### config.mk
export PLATFORM = sky130hd
export DESIGN_NAME = bcd_to_binary
export DESIGN_NICKNAME = d
export VERILOG_FILES = /design/src/rtl/bcd_to_binary.sv
export SDC_FILE = /design/constraint.sdc
export NUM_CORES = 1
export LEC_CHECK = 0
export BUFFER_PORTS_ARGS = -buffer_cell sky130_fd_sc_hd__buf_4
export CAP_MARGIN = 20
export CORE_MARGIN = 10
export CORE_UTILIZATION = 28
export CTS_BUF_LIST = sky130_fd_sc_hd__clkbuf_8
export CTS_CLUSTER_DIAMETER = 80
export DETAILED_ROUTE_END_ITERATION = 6
export REMOVE_ABC_BUFFERS = 1
export SYNTH_ARGS = -nofsm -noshare
export SYNTH_HDL_FRONTEND = slang
export SYNTH_SLANG_ARGS = --single-unit
### constraint.sdc
create_clock -name clk -period 2.6 [get_ports clk]
set_clock_uncertainty 0.2 [all_clocks]
set_input_delay 0.26 -clock clk [delete_from_list [all_inputs] [get_ports clk]]
set_output_delay 0.26 -clock clk [all_outputs]
set_load 0.01 [all_outputs]
### src/rtl/bcd_to_binary.sv
// Packed BCD to unsigned binary converter, one bit per clock, using reverse
// double-dabble: shift {bcd, bin} right, then subtract 3 from each BCD digit
// that reads >= 8. Valid/ready on input, result held until acknowledged.
module bcd_to_binary #(
    parameter int DIGITS = 8,
    parameter int BIN_W  = 27
) (
    input  logic                  clk,
    input  logic                  rst_n,
    input  logic                  in_valid,
    output logic                  in_ready,
    input  logic [4*DIGITS-1:0]   bcd_in,
    output logic                  out_valid,
    input  logic                  out_ready,
    output logic [BIN_W-1:0]      bin_out,
    output logic                  err
);

    localparam int BCD_W = 4 * DIGITS;
    localparam int CNT_W = $clog2(BIN_W + 1);
    localparam logic [CNT_W-1:0] LAST_ITER = CNT_W'(BIN_W - 1);

    typedef enum logic [1:0] {
        IDLE  = 2'd0,
        SHIFT = 2'd1,
        DONE  = 2'd2
    } state_t;

    state_t            state;
    logic [CNT_W-1:0]  cnt;
    logic [BCD_W-1:0]  bcd_q;
    logic [BIN_W-1:0]  bin_q;
    logic [BCD_W-1:0]  bcd_shift;
    logic [BCD_W-1:0]  bcd_nxt;
    logic [BIN_W-1:0]  bin_nxt;

    // Subtract 3 from every digit that reads >= 8 after the shift; digits are
    // corrected independently, no borrow crosses a digit boundary.
    function automatic logic [BCD_W-1:0] dabble_adjust(input logic [BCD_W-1:0] d);
        logic [BCD_W-1:0] r;
        logic [3:0]       nib;
        r = d;
        for (int i = 0; i < DIGITS; i++) begin
            nib = d[4*i +: 4];
            if (nib >= 4'd8) begin
                r[4*i +: 4] = nib - 4'd3;
            end
        end
        return r;
    endfunction

    // True when any nibble holds a non-decimal code (A..F).
    function automatic logic has_bad_digit(input logic [BCD_W-1:0] d);
        logic bad;
        bad = 1'b0;
        for (int i = 0; i < DIGITS; i++) begin
            if (d[4*i +: 4] > 4'd9) begin
                bad = 1'b1;
            end
        end
        return bad;
    endfunction

    assign in_ready  = (state == IDLE);
    assign out_valid = (state == DONE);

    // One iteration: BCD LSB drops into the binary MSB, then digits are fixed up.
    always_comb begin
        bcd_shift = {1'b0, bcd_q[BCD_W-1:1]};
        bin_nxt   = {bcd_q[0], bin_q[BIN_W-1:1]};
        bcd_nxt   = dabble_adjust(bcd_shift);
    end

    // Control FSM with registered result and error outputs.
    always_ff @(posedge clk or negedge rst_n) begin
        if (!rst_n) begin
            state   <= IDLE;
            cnt     <= '0;
            bcd_q   <= '0;
            bin_q   <= '0;
            bin_out <= '0;
            err     <= 1'b0;
        end else begin
            case (state)
                IDLE: begin
                    if (in_valid) begin
                        bcd_q <= bcd_in;
                        bin_q <= '0;
                        cnt   <= '0;
                        if (has_bad_digit(bcd_in)) begin
                            err     <= 1'b1;
                            bin_out <= '0;
                            state   <= DONE;
                        end else begin
                            err   <= 1'b0;
                            state <= SHIFT;
                        end
                    end
                end
                SHIFT: begin
                    bcd_q <= bcd_nxt;
                    bin_q <= bin_nxt;
                    cnt   <= cnt + 1'b1;
                    if (cnt == LAST_ITER) begin
                        bin_out <= bin_nxt;
                        state   <= DONE;
                    end
                end
                DONE: begin
                    if (out_ready) begin
                        state <= IDLE;
                    end
                end
                default: begin
                    state <= IDLE;
                end
            endcase
        end
    end

endmodule
==> results.txt, run 1 <==
The run finished with clean final reports. The average vias per placed instance came out at around 5.3. Clock tree synthesis selected as its root buffer the cell sky130_fd_sc_hd__clkbuf_8.

The critical path launch point type is an input port. The number of stages on the worst hold path is 3. The unique cell type count in the Yosys netlist is 36.

The clock transition at the registers of the reported paths came out at approximately 0.090 ns. The share of flip-flops with an asynchronous set or reset is 1.00. The first-pass GRT wire length came out at ~22 mm.

The final number of hold-violating endpoints came out at 0. The reported leakage power is 2.52 nW. The minimum hold slack came out at 0.0235 ns. The count of mapped cells out of synthesis is approximately 470.

The first TritonRoute pass finished after 5 iterations. The prevailing post-synth register cell is sky130_fd_sc_hd__dfrtp_1. VDD sags by at most between 0.3 and 0.4 mV. The number of antenna violations at the first check in global routing is 0. The average cell area after synthesis came out at 10.1 um2. For this run, the post-layout net count is approximately 590. Of all cell types, the one taking the most synthesized area is sky130_fd_sc_hd__dfrtp_1. The total count of max-transition violations in the final report came out at 0. The floorplan step defined a die boundary enclosing between 0.02 and 0.025 mm2. The total clock buffers created by CTS came out at 9. The per-cell routed wire length is around 17 um. The relative slew slack came out at 0.598. The vertical die dimension came out at 150 um. Once detail routing completed, the nets flagged for antenna violations numbered 0.

Of the available clock period, the critical path in the final layout requires 0.866. The total number of vias came out at roughly 4.0k. CTS built an H-tree with a depth of 3. Among all stages on the critical path, the largest delay is contributed by sky130_fd_sc_hd__dlygate4sd3_1.

After synthesis, the most frequently instantiated cells are 93 x sky130_fd_sc_hd__dfrtp_1, 53 x sky130_fd_sc_hd__a21oi_1, 45 x sky130_fd_sc_hd__nand2_1. The clock insertion delay at the later pin of the skew report came out at 0.38 ns. The smallest setup slack after layout came out at ~0.35 ns. Ranked by total cell area, the synthesized netlist is headed by sky130_fd_sc_hd__dfrtp_1 49%, sky130_fd_sc_hd__a21oi_1 5.6%, sky130_fd_sc_hd__o22ai_1 5.2%, sky130_fd_sc_hd__a22o_1 4.8%, sky130_fd_sc_hd__ha_1 4.2%.

The worst hold path belongs to the class input port to flip-flop. The pin count of the biggest net entering global routing came out at between 60 and 70. The netlist area before placement came out at around 0.0047 mm2. For the pin with the worst max-slew slack, the measured transition is roughly 0.60 ns. The initial cell density of the core came out at 0.285. The antenna diode count came out at 0. In this run the deepest clock path goes through 2 buffers.

The most used cell along the critical path is sky130_fd_sc_hd__buf_4. The worst setup path is captured at a flip-flop. At the placement stage, the worst setup path has a slack of between 0.4 and 0.5 ns.

The post-CTS repair timing setup buffer count came out at 0. The setup path with the least slack is of type input port to flip-flop. The delay of the slowest cell on the worst path came out at approximately 0.54 ns. The clock sink count is a little over 90. The number of cells on the worst reg-to-reg path is 5.

The maximum net fanout on the critical path came out at 30. The number of buffer cells added on primary ports came out at 65. Detailed placement finished with a half-perimeter wire length of ~8.6 mm. The number of global-route vias before repair is roughly 4.1k. The wire length reported by the detailed router is ~13 mm. The fraction of layout cells with a size suffix above 1 is 0.214. Derived from the worst setup path, the maximum achievable clock frequency is between 0.4 and 0.5 GHz.

TritonCTS built the clock tree. The number of violations of the max-capacitance limit came out at 0. In this run, post-CTS repair resized a total of 0 instances.

The horizontal die dimension came out at around 150 um. The setup violation total in the final timing report came out at 0. The number of DRC markers in iteration 0 is between 200 and 300. The shortest period the worst path allows came out at about 2.3 ns. The area growth from synthesis to layout is 23.5%.

The number of register bits inferred by synthesis came out at 93. The power per standard cell area is roughly 680 mW/mm2. For the worst setup path, the data required time is ~2.7 ns. The overall power is between 0.003 and 0.004 W. The portion of synthesized cell area occupied by the leading cell type came out at 0.492.

The total DRC errors in the routed layout came out at 0. Traced cell by cell, the critical path runs through dlygate4sd3_1 -> buf_4 -> o21ai_0 -> nand4_1 -> or3_1 -> buf_4 -> a41oi_1. The count of flip-flops with a built-in enable after synthesis came out at 0. The count of standard-cell rows came out at 47.

The number of I/O pins is 66. The post-synthesis sequential area ratio is 0.492. The arrival time at the worst endpoint came out at between 2 and 2.5 ns. Setup repair after global routing left no endpoint under its margin.

The last weighted congestion value of the routability-driven placer came out at a little over 0.8. Among all cell types in the netlist, the one instantiated most often is sky130_fd_sc_hd__dfrtp_1. The floorplan step defined a core boundary enclosing between 0.015 and 0.02 mm2. Across every metal layer, demand over resource in global routing totals 0.119. Yosys printed 0 warnings. The total overflow reported by the global router is 0.
state kept, by name, indices dropped and copies added, names as in the netlist:
register	flops
err	1
bin_q	26
state	2
cnt	5
bin_out	27
bcd_q	32
cell families (layout without fill, tap and decap cells):
| group | after synthesis | in the layout | share of synthesized area |
|---|---|---|---|
| mux | 1 | 1 | 0.00212 |
| fa+ha+maj | 16 | 16 | 0.0423 |
| simple gates | 90 | 90 | 0.0870 |
| buf+inv | 56 | 133 | 0.0537 |
| compound gates | 196 | 196 | 0.297 |
| flops | 93 | 93 | 0.492 |
| xor+xnor | 14 | 14 | 0.0259 |
worst max-delay path, delay by kind of cell:
family	cells	cell delay, ns
compound gates	2	0.62
simple gates	2	0.51
buf+inv	3	0.94
metal layers:
layer,routed length [um],GRT usage,vias to the layer above
met5,0,0,-
met4,197,0.0398,0
met3,785,0.0380,14
met2,6140,0.186,108
met1,5740,0.151,2056
li1,-,-,1871
power by group:
| part | switching, W | internal (W) |
|---|---|---|
| sequential | 0.000311 | 0.00165 |
| combinational | 0.000541 | 0.000576 |
| clock | 0.000534 | 0.000342 |
repair_timing:
item	CTS	global route
endpoints found under the hold margin	45	0
endpoints found under the setup margin	0	0
hold buffers	20	0
path summary, 6_finish.rpt:
path / start / end / slack (ns)
max: bcd_in[9] / bin_out[24] / 0.35
min: bcd_in[17] / bcd_q[17] / 0.02
max reg2reg: state[1] / bin_out[24] / 0.44
min reg2reg: bcd_q[31] / bcd_q[31] / 0.30
max in group asynchronous: rst_n / bcd_q[23] / 1.38
min in group asynchronous: rst_n / bin_out[1] / 0.13
per-stage QoR:
| step | TNS [ns] | area (um2) | cells | utilization |
|---|---|---|---|---|
| after floorplan | -61.67 | 4550 | 430 | - |
| after global placement | 0 | 5480 | 729 | 0.330 |
| after detailed placement | 0 | 5480 | 729 | 0.330 |
| after CTS | 0 | 5840 | 763 | 0.352 |
| after global routing | 0 | 5840 | 763 | 0.352 |
| final | 0 | 5840 | 763 | 0.352 |
cells in the final DEF (no fill, tap or decap), types with 2 or more instances in the layout:
| master | instances |
|---|---|
| sky130_fd_sc_hd__a211o_1 | 4 |
| sky130_fd_sc_hd__a21oi_1 | 52 |
| sky130_fd_sc_hd__a22o_1 | 26 |
| sky130_fd_sc_hd__a31oi_1 | 3 |
| sky130_fd_sc_hd__a41oi_1 | 17 |
| sky130_fd_sc_hd__a41oi_2 | 10 |
| sky130_fd_sc_hd__buf_12 | 3 |
| sky130_fd_sc_hd__buf_4 | 76 |
| sky130_fd_sc_hd__clkbuf_8 | 9 |
| sky130_fd_sc_hd__clkinvlp_4 | 2 |
| sky130_fd_sc_hd__dfrtp_1 | 93 |
| sky130_fd_sc_hd__dlygate4sd3_1 | 20 |
| sky130_fd_sc_hd__ha_1 | 16 |
| sky130_fd_sc_hd__inv_1 | 18 |
| sky130_fd_sc_hd__inv_6 | 2 |
| sky130_fd_sc_hd__nand2_1 | 45 |
| sky130_fd_sc_hd__nand2b_1 | 4 |
| sky130_fd_sc_hd__nand3_1 | 4 |
| sky130_fd_sc_hd__nand4_1 | 3 |
| sky130_fd_sc_hd__nor2_1 | 18 |
| sky130_fd_sc_hd__nor2b_1 | 11 |
| sky130_fd_sc_hd__o21ai_0 | 24 |
| sky130_fd_sc_hd__o21ai_2 | 2 |
| sky130_fd_sc_hd__o221a_2 | 7 |
| sky130_fd_sc_hd__o22a_1 | 7 |
| sky130_fd_sc_hd__o22ai_1 | 39 |
| sky130_fd_sc_hd__xnor2_1 | 7 |
| sky130_fd_sc_hd__xor2_1 | 7 |
cell type report:
type	instances	area, um2
fillers	1725	10700
flip-flops and latches	93	2330
multi-input cells	317	2170
repair buffers	99	831
well taps	220	275
clock buffers	9	124
inverters	20	75.1
clock inverters	5	37.5
No activity file was read; power rests on OpenSTA's default activity.
==> run 2, diff against run 1 <==
--- a/config.mk
+++ b/config.mk
@@ -5,10 +5,11 @@
 export SDC_FILE = /design/constraint.sdc
 export NUM_CORES = 1
 export LEC_CHECK = 0
+export ABC_CLOCK_PERIOD_IN_PS = 2600
 export BUFFER_PORTS_ARGS = -buffer_cell sky130_fd_sc_hd__buf_4
 export CAP_MARGIN = 20
 export CORE_MARGIN = 10
-export CORE_UTILIZATION = 28
+export CORE_UTILIZATION = 37
 export CTS_BUF_LIST = sky130_fd_sc_hd__clkbuf_8
 export CTS_CLUSTER_DIAMETER = 80
 export DETAILED_ROUTE_END_ITERATION = 6
==> run 2 against run 1 <==
Net effect:
- cell area fell by 0.47%
- largest cell class unchanged
- register-to-register slack worse by 0.07 ns
- non-clock buffer count increased by 1
- sequential power is essentially flat
- highest routed layer unchanged
- critical endpoint is now out_valid
- die area shrank 21%
==> results.txt, run 2 (same netlist as run 1, synthesis figures left out) <==
Ranked by flip-flop count, first place goes to bcd_q. The wire length on met1 is 5.75 mm (+0.24%). TritonCTS built the clock tree. The endpoint required time on the critical path came out at 2.14 ns (-0.55 ns). The total clock buffers created by CTS is 9 (unchanged). The final antenna-violating net count is 0 (unchanged). The antenna diode count is 0 (unchanged).

The post-cts gate resize count came to 0 (unchanged). The last weighted congestion value of the routability-driven placer came to 0.779 (-5.2%). The total count of max-transition violations in the final report came out at 0 (unchanged). The cell area after placement came out at 0.00542 mm2 (-1.1%). The delay of the slowest cell on the worst path came out at 0.75 ns (+0.21 ns).

The hold-fix buffer count after cts is 21 (+5.0%). The flow ran to the end, and the final reports show no timing, DRC or antenna violations. The critical path launch point type is a flip-flop. The clock sink count is 93 (unchanged). In the layout the commonest cells are 93 x sky130_fd_sc_hd__dfrtp_1, 76 x sky130_fd_sc_hd__buf_4, 52 x sky130_fd_sc_hd__a21oi_1. The slowest library cell on the worst path is sky130_fd_sc_hd__dfrtp_1. The overall routing resource usage came to 0.143 (+0.0247). The library cell used most frequently in the layout, excluding fill and tap cells, is sky130_fd_sc_hd__dfrtp_1. The largest registers in the layout are bcd_q: 32 flops, bin_out: 27 flops, bin_q: 26 flops. The CTS root buffer is sky130_fd_sc_hd__clkbuf_8. The fmax came out at 0.435 GHz (-2.1%). The power per standard cell area is 687 mW/mm2 (+1.5%). The number of I/O pins is 66 (unchanged). The average vias per placed instance came to 5.57 (+4.9%).

The relative slew slack is 0.580 (-0.0177). The area growth from synthesis to layout is 22.9%. The number of antenna violations at the first check in global routing came out at 0 (unchanged).

The per-cell routed wire length came out at 17.5 um (+3.7%). The total number of vias is 3996 (-1.3%). The wire length reported by the detailed router came out at 12.6 mm (-2.4%). The type of the setup path with the least slack is flip-flop to primary output. The met2 layer wire length in the routed design was 5.95 mm (-3.1%). The sum of met3 wire segment lengths after detailed routing came out at 664 um (-15%). The clock transition at the registers of the reported paths came out at 0.09 ns (about the same). The maximum net fanout on the critical path came to 21 (-30%). The shortest period the worst path allows is 2.30 ns (+0.0484 ns). The total overflow reported by the global router came out at 0 (unchanged). The setup violation total in the final timing report is 0 (unchanged). Traced cell by cell, the critical path runs through inv_2 -> buf_4 -> nor2_1 -> buf_4. The clock insertion delay at the later pin of the skew report came out at 0.38 ns (about the same). The maximum resistive drop on vdd came out at 0.360 mV (+8.3%). The number of global-route vias before repair came out at 4166 (+1.8%). The number of fill cells is 1208 (-30%). The count of standard-cell rows is 41 (-13%). The net total in the final layout is 593 (+0.17%).

The most used cell along the critical path is sky130_fd_sc_hd__buf_4. The final design instance area without fill is 0.00581 mm2 (-0.47%). The uppermost layer routed is met4.

The total DRC errors in the routed layout came out at 0 (unchanged). The tightest min-delay check is of the input port to flip-flop type. The number of violations of the max-capacitance limit is 0 (unchanged). The final setup TNS is 0 ns (unchanged). The number of iterations in the first detailed-routing pass came out at 4 (-1). The post-CTS repair timing setup buffer count came out at 0 (unchanged). The number of DRC markers in iteration 0 was 283 (+1.8%).

The maximum buffer depth of the clock tree came to 2 (unchanged). The transition time of the tightest slew-check pin came out at 0.629 ns (+0.0265 ns). The arrival time at the worst endpoint was 1.84 ns (-0.50 ns). The worst setup path is captured at a primary output. The maximum level of the CTS H-tree was 3 (unchanged). The initial cell density of the core came out at 0.376 (+0.0911). The number of buffer cells added on primary ports came to 65 (unchanged).

The sum of net half-perimeters after detailed placement came out at 8.04 mm (-6.6%). The total core area was 0.0126 mm2 (-24%). The final number of hold-violating endpoints came out at 0 (unchanged). The reported leakage power is 2.54 nW (+0.89%). The first-pass GRT wire length came out at 21.1 mm (-2.4%). Setup repair after global routing left no endpoint under its margin. The vertical die dimension is 133 um (-11%). The flip-flop count of the largest register, all copies and words added is 32 (unchanged). The pin count of the biggest net entering global routing came out at 55 (-19%). The post-route clock period utilization is 0.884 (+0.0186). The fraction of layout cells with a size suffix above 1 is 0.214 (+0.000658).

The area of the die is 0.0177 mm2 (-21%). The horizontal die dimension is 133 um (-11%).
[run 2: cell type report]
type                       count  area [um2]  share of cell area
clock buffer                  10         138              0.0237
clock inverter                 6        46.3             0.00797
inverter                      20        75.1              0.0129
multi-input combinational    317        2170               0.373
sequential                    93        2330               0.400
tap                          172         215              0.0370
timing repair buffer         100         841               0.145
[run 2: per-layer routing]
| layer | global-route usage | vias to the layer above |
|---|---|---|
| li1 | - | 1881 |
| met1 | 0.182 | 2007 |
| met2 | 0.234 | 93 |
| met3 | 0.0382 | 15 |
| met4 | 0.0428 | 0 |
| met5 | 0 | - |
[run 2: where the power goes]
group          leakage, nW  switching (W)  total (W)  internal (W)
logic                 1.23       0.000535    0.00111      0.000574
clock network       0.0947       0.000542   0.000923      0.000381
registers             1.22       0.000312    0.00196       0.00165
[run 2: path summary, 6_finish.rpt]
path | cells past startpoint | from | slack [ns] | to
setup reg to reg | 5 | state[1] | 0.37 | bin_out[16]
max in group asynchronous | 3 | rst_n | 1.16 | bcd_q[4]
hold reg to reg | 1 | cnt[4] | 0.29 | cnt[4]
min in group asynchronous | 2 | rst_n | 0.21 | bin_out[1]
setup / recovery | 4 | state[1] | 0.30 | out_valid
hold / removal | 3 | out_ready | 0.03 | state[1]
[run 2: worst max-delay path: cells and delay by family (launching register included)]
family | cells | cell delay (ns)
simple gates | 1 | 0.12
flops | 1 | 0.75
buf+inv | 3 | 0.59
[run 2: metrics by stage]
step | total power [W] | utilization | hold WS (ns) | std cells | setup WS, ns
after floorplan | 0.00270 | - | -0.236 | 430 | -1.91
after global placement | 0.00303 | 0.431 | 0.0975 | 681 | 0.483
after detailed placement | 0.00306 | 0.431 | 0.0986 | 681 | 0.394
after CTS | 0.00401 | 0.462 | 0.0180 | 718 | 0.309
after global routing | 0.00427 | 0.462 | 0.0320 | 718 | 0.197
final | 0.00399 | 0.462 | 0.0284 | 718 | 0.301
==> run 3, diff against run 2 <==
--- a/config.mk
+++ b/config.mk
@@ -5,7 +5,7 @@
 export SDC_FILE = /design/constraint.sdc
 export NUM_CORES = 1
 export LEC_CHECK = 0
-export ABC_CLOCK_PERIOD_IN_PS = 2600
+export ABC_CLOCK_PERIOD_IN_PS = 2680
 export BUFFER_PORTS_ARGS = -buffer_cell sky130_fd_sc_hd__buf_4
 export CAP_MARGIN = 20
 export CORE_MARGIN = 10
@@ -13,6 +13,7 @@
 export CTS_BUF_LIST = sky130_fd_sc_hd__clkbuf_8
 export CTS_CLUSTER_DIAMETER = 80
 export DETAILED_ROUTE_END_ITERATION = 6
+export GPL_TIMING_DRIVEN = 1
 export REMOVE_ABC_BUFFERS = 1
 export SYNTH_ARGS = -nofsm -noshare
 export SYNTH_HDL_FRONTEND = slang
==> constraint.sdc (replaced) <==
create_clock -name clk -period 2.68 [get_ports clk]
set_clock_uncertainty 0.2 [all_clocks]
set_input_delay 0.268 -clock clk [delete_from_list [all_inputs] [get_ports clk]]
set_output_delay 0.268 -clock clk [all_outputs]
set_load 0.01 [all_outputs]
==> run 3 against run 2 <==
Net effect:
- final cell count fell by 0.56%
- routed wire length fell by 3.0%
- power fell by 0.69%
- flip-flop and latch count did not move
- utilization fell by 0.25 points
- global-route usage fell by 0.27 points
- non-clock buffer count fell by 4
- combinational power fell by 4%
- via count fell by 1.2%
- die area did not move
- register-to-register slack improved by 0.04 ns
- sequential power fell by 3%
==> results.txt, run 3 (same netlist as run 1, synthesis figures left out) <==
The initial cell density of the core came out at 0.376 (unchanged). The arrival time at the worst endpoint came to 2.35 ns (+0.51 ns). The cell area after placement came to 0.00542 mm2 (about the same).

The number of fill cells came out at 1188 (-1.7%). The critical path launch point type is a flip-flop. The net total in the final layout is 589 (-0.67%). The antenna diode count came out at 0 (unchanged).

The count of standard-cell rows came out at 41 (unchanged). The last weighted congestion value of the routability-driven placer is 0.807 (+3.6%). The total overflow reported by the global router is 0 (unchanged). The total clock buffers created by CTS was 9 (unchanged).

The number of violations of the max-capacitance limit is 0 (unchanged). The final number of hold-violating endpoints came out at 0 (unchanged). The top cell types in the final layout, fill and taps aside, are 93 x sky130_fd_sc_hd__dfrtp_1, 79 x sky130_fd_sc_hd__buf_4, 52 x sky130_fd_sc_hd__a21oi_1.

The reported net switching power is 0.00133 W (-4.3%). The signal on the critical path passes through nor2_1 -> nand3_1 -> or3_1 -> buf_4 -> a41oi_1. The number of placed instances, taps included is 683 (+0.29%).

The part of the power in the clock network is 0.251 (+0.020). The largest registers in the layout are bcd_q: 32 flops, bin_out: 27 flops, bin_q: 26 flops. The wire length reported by the detailed router came out at 12.2 mm (-3.0%). The type of the setup path with the least slack is flip-flop to flip-flop.

The fmax is about 0.44 GHz. The total number of vias is 3949 (-1.2%). TritonCTS built the clock tree. The sum of net half-perimeters after detailed placement came out at 8.03 mm (-0.15%). Ranked by flip-flop count, first place goes to bcd_q.

Dividing the final minimum period by the clock period gives 0.847. The vertical die dimension came out at 133 um (unchanged). The switching share of total power is 0.335 (-0.0128).

The total DRC errors in the routed layout was 0 (unchanged). The CTS root buffer is sky130_fd_sc_hd__clkbuf_8. The maximum level of the CTS H-tree came to 3 (unchanged). STA classifies the critical path endpoint as a flip-flop. The fraction of layout cells with a size suffix above 1 is 0.220 (+0.00527). The area growth from synthesis to layout is 22.2%. The total core area came to 0.0126 mm2 (unchanged). Setup repair after global routing left no endpoint under its margin. The overall routing resource usage is 0.141 (-0.00275). The clock sink count was 93 (unchanged). The final antenna-violating net count is 0 (unchanged).

The endpoint required time on the critical path is 2.76 ns (+0.62 ns). The internal power contribution came out at 0.00263 W (+1.3%). The post-cts gate resize count was 0 (unchanged). The maximum net fanout on the critical path is 30 (+43%). The delay of the slowest cell on the worst path came out at 0.63 ns (-0.12 ns). The combinational share of power is 0.269 (-0.009). The horizontal die dimension came out at 133 um (unchanged). The flow ran to the end, and the final reports show no timing, DRC or antenna violations. For this design, the slowest cell found on the critical path is sky130_fd_sc_hd__dfrtp_1.

The number of DRC markers in iteration 0 is 337 (+19%). The power per standard cell area is 686 mW/mm2 (-0.15%). The final cell count without fillers is 714 (-0.56%). The library cell used most frequently in the layout, excluding fill and tap cells, is sky130_fd_sc_hd__dfrtp_1. The smallest setup slack after layout is 0.409 ns (+0.108 ns).

The maximum resistive drop on vdd is 0.407 mV (+13%). The transition time of the tightest slew-check pin is 0.745 ns (+0.115 ns). The area of the die is 0.0177 mm2 (unchanged). The worst slack at placement is 0.454 ns (+0.0602 ns). The minimum hold slack is 0.0192 ns (-0.00918 ns). The number of I/O pins is 66 (unchanged).

The average vias per placed instance came to 5.53 (-0.62%). The fraction of power consumed by sequential logic is 0.480 (-0.011). The path class of the tightest hold or removal check is input port to flip-flop.

The per-cell routed wire length came to 17.1 um (-2.4%). The number of antenna violations at the first check in global routing is 0 (unchanged). The pin count of the biggest net entering global routing is 94 (+71%). The final design instance area without fill is 0.00578 mm2 (-0.54%). The maximum buffer depth of the clock tree came out at 2 (unchanged). The total count of max-transition violations in the final report was 0 (unchanged). The number of buffer cells added on primary ports is 65 (unchanged). The reported leakage power came to 2.54 nW (-0.36%).

The relative slew slack came out at 0.504 (-0.0769). The number of global-route vias before repair was 3974 (-4.6%). The flip-flop count of the largest register, all copies and words added is 32 (unchanged).

The clock insertion delay at the later pin of the skew report came to 0.37 ns (about the same). The setup violation total in the final timing report came to 0 (unchanged). The first-pass GRT wire length was 20.7 mm (-2.0%). The clock transition at the registers of the reported paths came out at 0.10 ns (about the same). The shortest period the worst path allows is ~2.3 ns. The final setup TNS came out at 0 ns (unchanged). The number of iterations in the first detailed-routing pass is 4 (unchanged).
## run 3: critical path: cells and delay by family, from the launching register on
family	cells	cell delay (ns)
and+or+nand+nor	3	0.82
buffers and inverters	1	0.26
DFF	1	0.63
AOI/OAI and AO/OA	1	0.25
## run 3: per-stage QoR
step | power, W | util
2_1_floorplan | 0.00262 | -
3_3_place_gp | 0.00294 | 0.431
3_5_place_dp | 0.00297 | 0.431
4_1_cts | 0.00398 | 0.460
5_1_grt | 0.00425 | 0.460
6_report | 0.00396 | 0.460
## run 3: area by class of cell
type / count / area [um2] / area share
Clock inverter: 5 / 58.8 / 0.0102
Tap cell: 172 / 215 / 0.0372
Timing Repair Buffer: 96 / 783 / 0.135
Clock buffer: 11 / 151 / 0.0262
Sequential cell: 93 / 2330 / 0.403
Multi-Input combinational cell: 317 / 2170 / 0.375
Inverter: 20 / 75.1 / 0.0130
## run 3: worst paths after layout
path                            start          end  slack [ns]  depth (start not counted)
max                          state[1]  bin_out[20]        0.41                          5
min                        bcd_in[18]    bcd_q[18]        0.02                          3
max reg2reg                  state[1]  bin_out[20]        0.41                          5
min reg2reg                    cnt[4]       cnt[4]        0.31                          1
max in group asynchronous       rst_n    bcd_q[29]        1.60                          3
min in group asynchronous       rst_n   bin_out[0]        0.29                          3
## run 3: power by group through the flow
stage / clock [W] / combinational [W] / sequential, W
2_1_floorplan: 0 / 0.000772 / 0.00184
3_3_place_gp: 0 / 0.00102 / 0.00192
3_5_place_dp: 0 / 0.00105 / 0.00192
4_1_cts: 0.00101 / 0.00107 / 0.00190
5_1_grt: 0.00107 / 0.00123 / 0.00195
6_report: 0.000995 / 0.00107 / 0.00190
## run 3: metal layers
layer	global-route usage	routed length, um	vias to the layer above
met3	0.0420	867	4
met2	0.225	5850	120
met4	0.0355	29	0
li1	-	-	1879
met5	0	0	-
met1	0.181	5430	1946
## run 3: timing repair
item                                   CTS  global route
endpoints found under the hold margin  107             0
hold buffers                            15             0
setup endpoints to repair                0             0
buffers inserted                         0             0
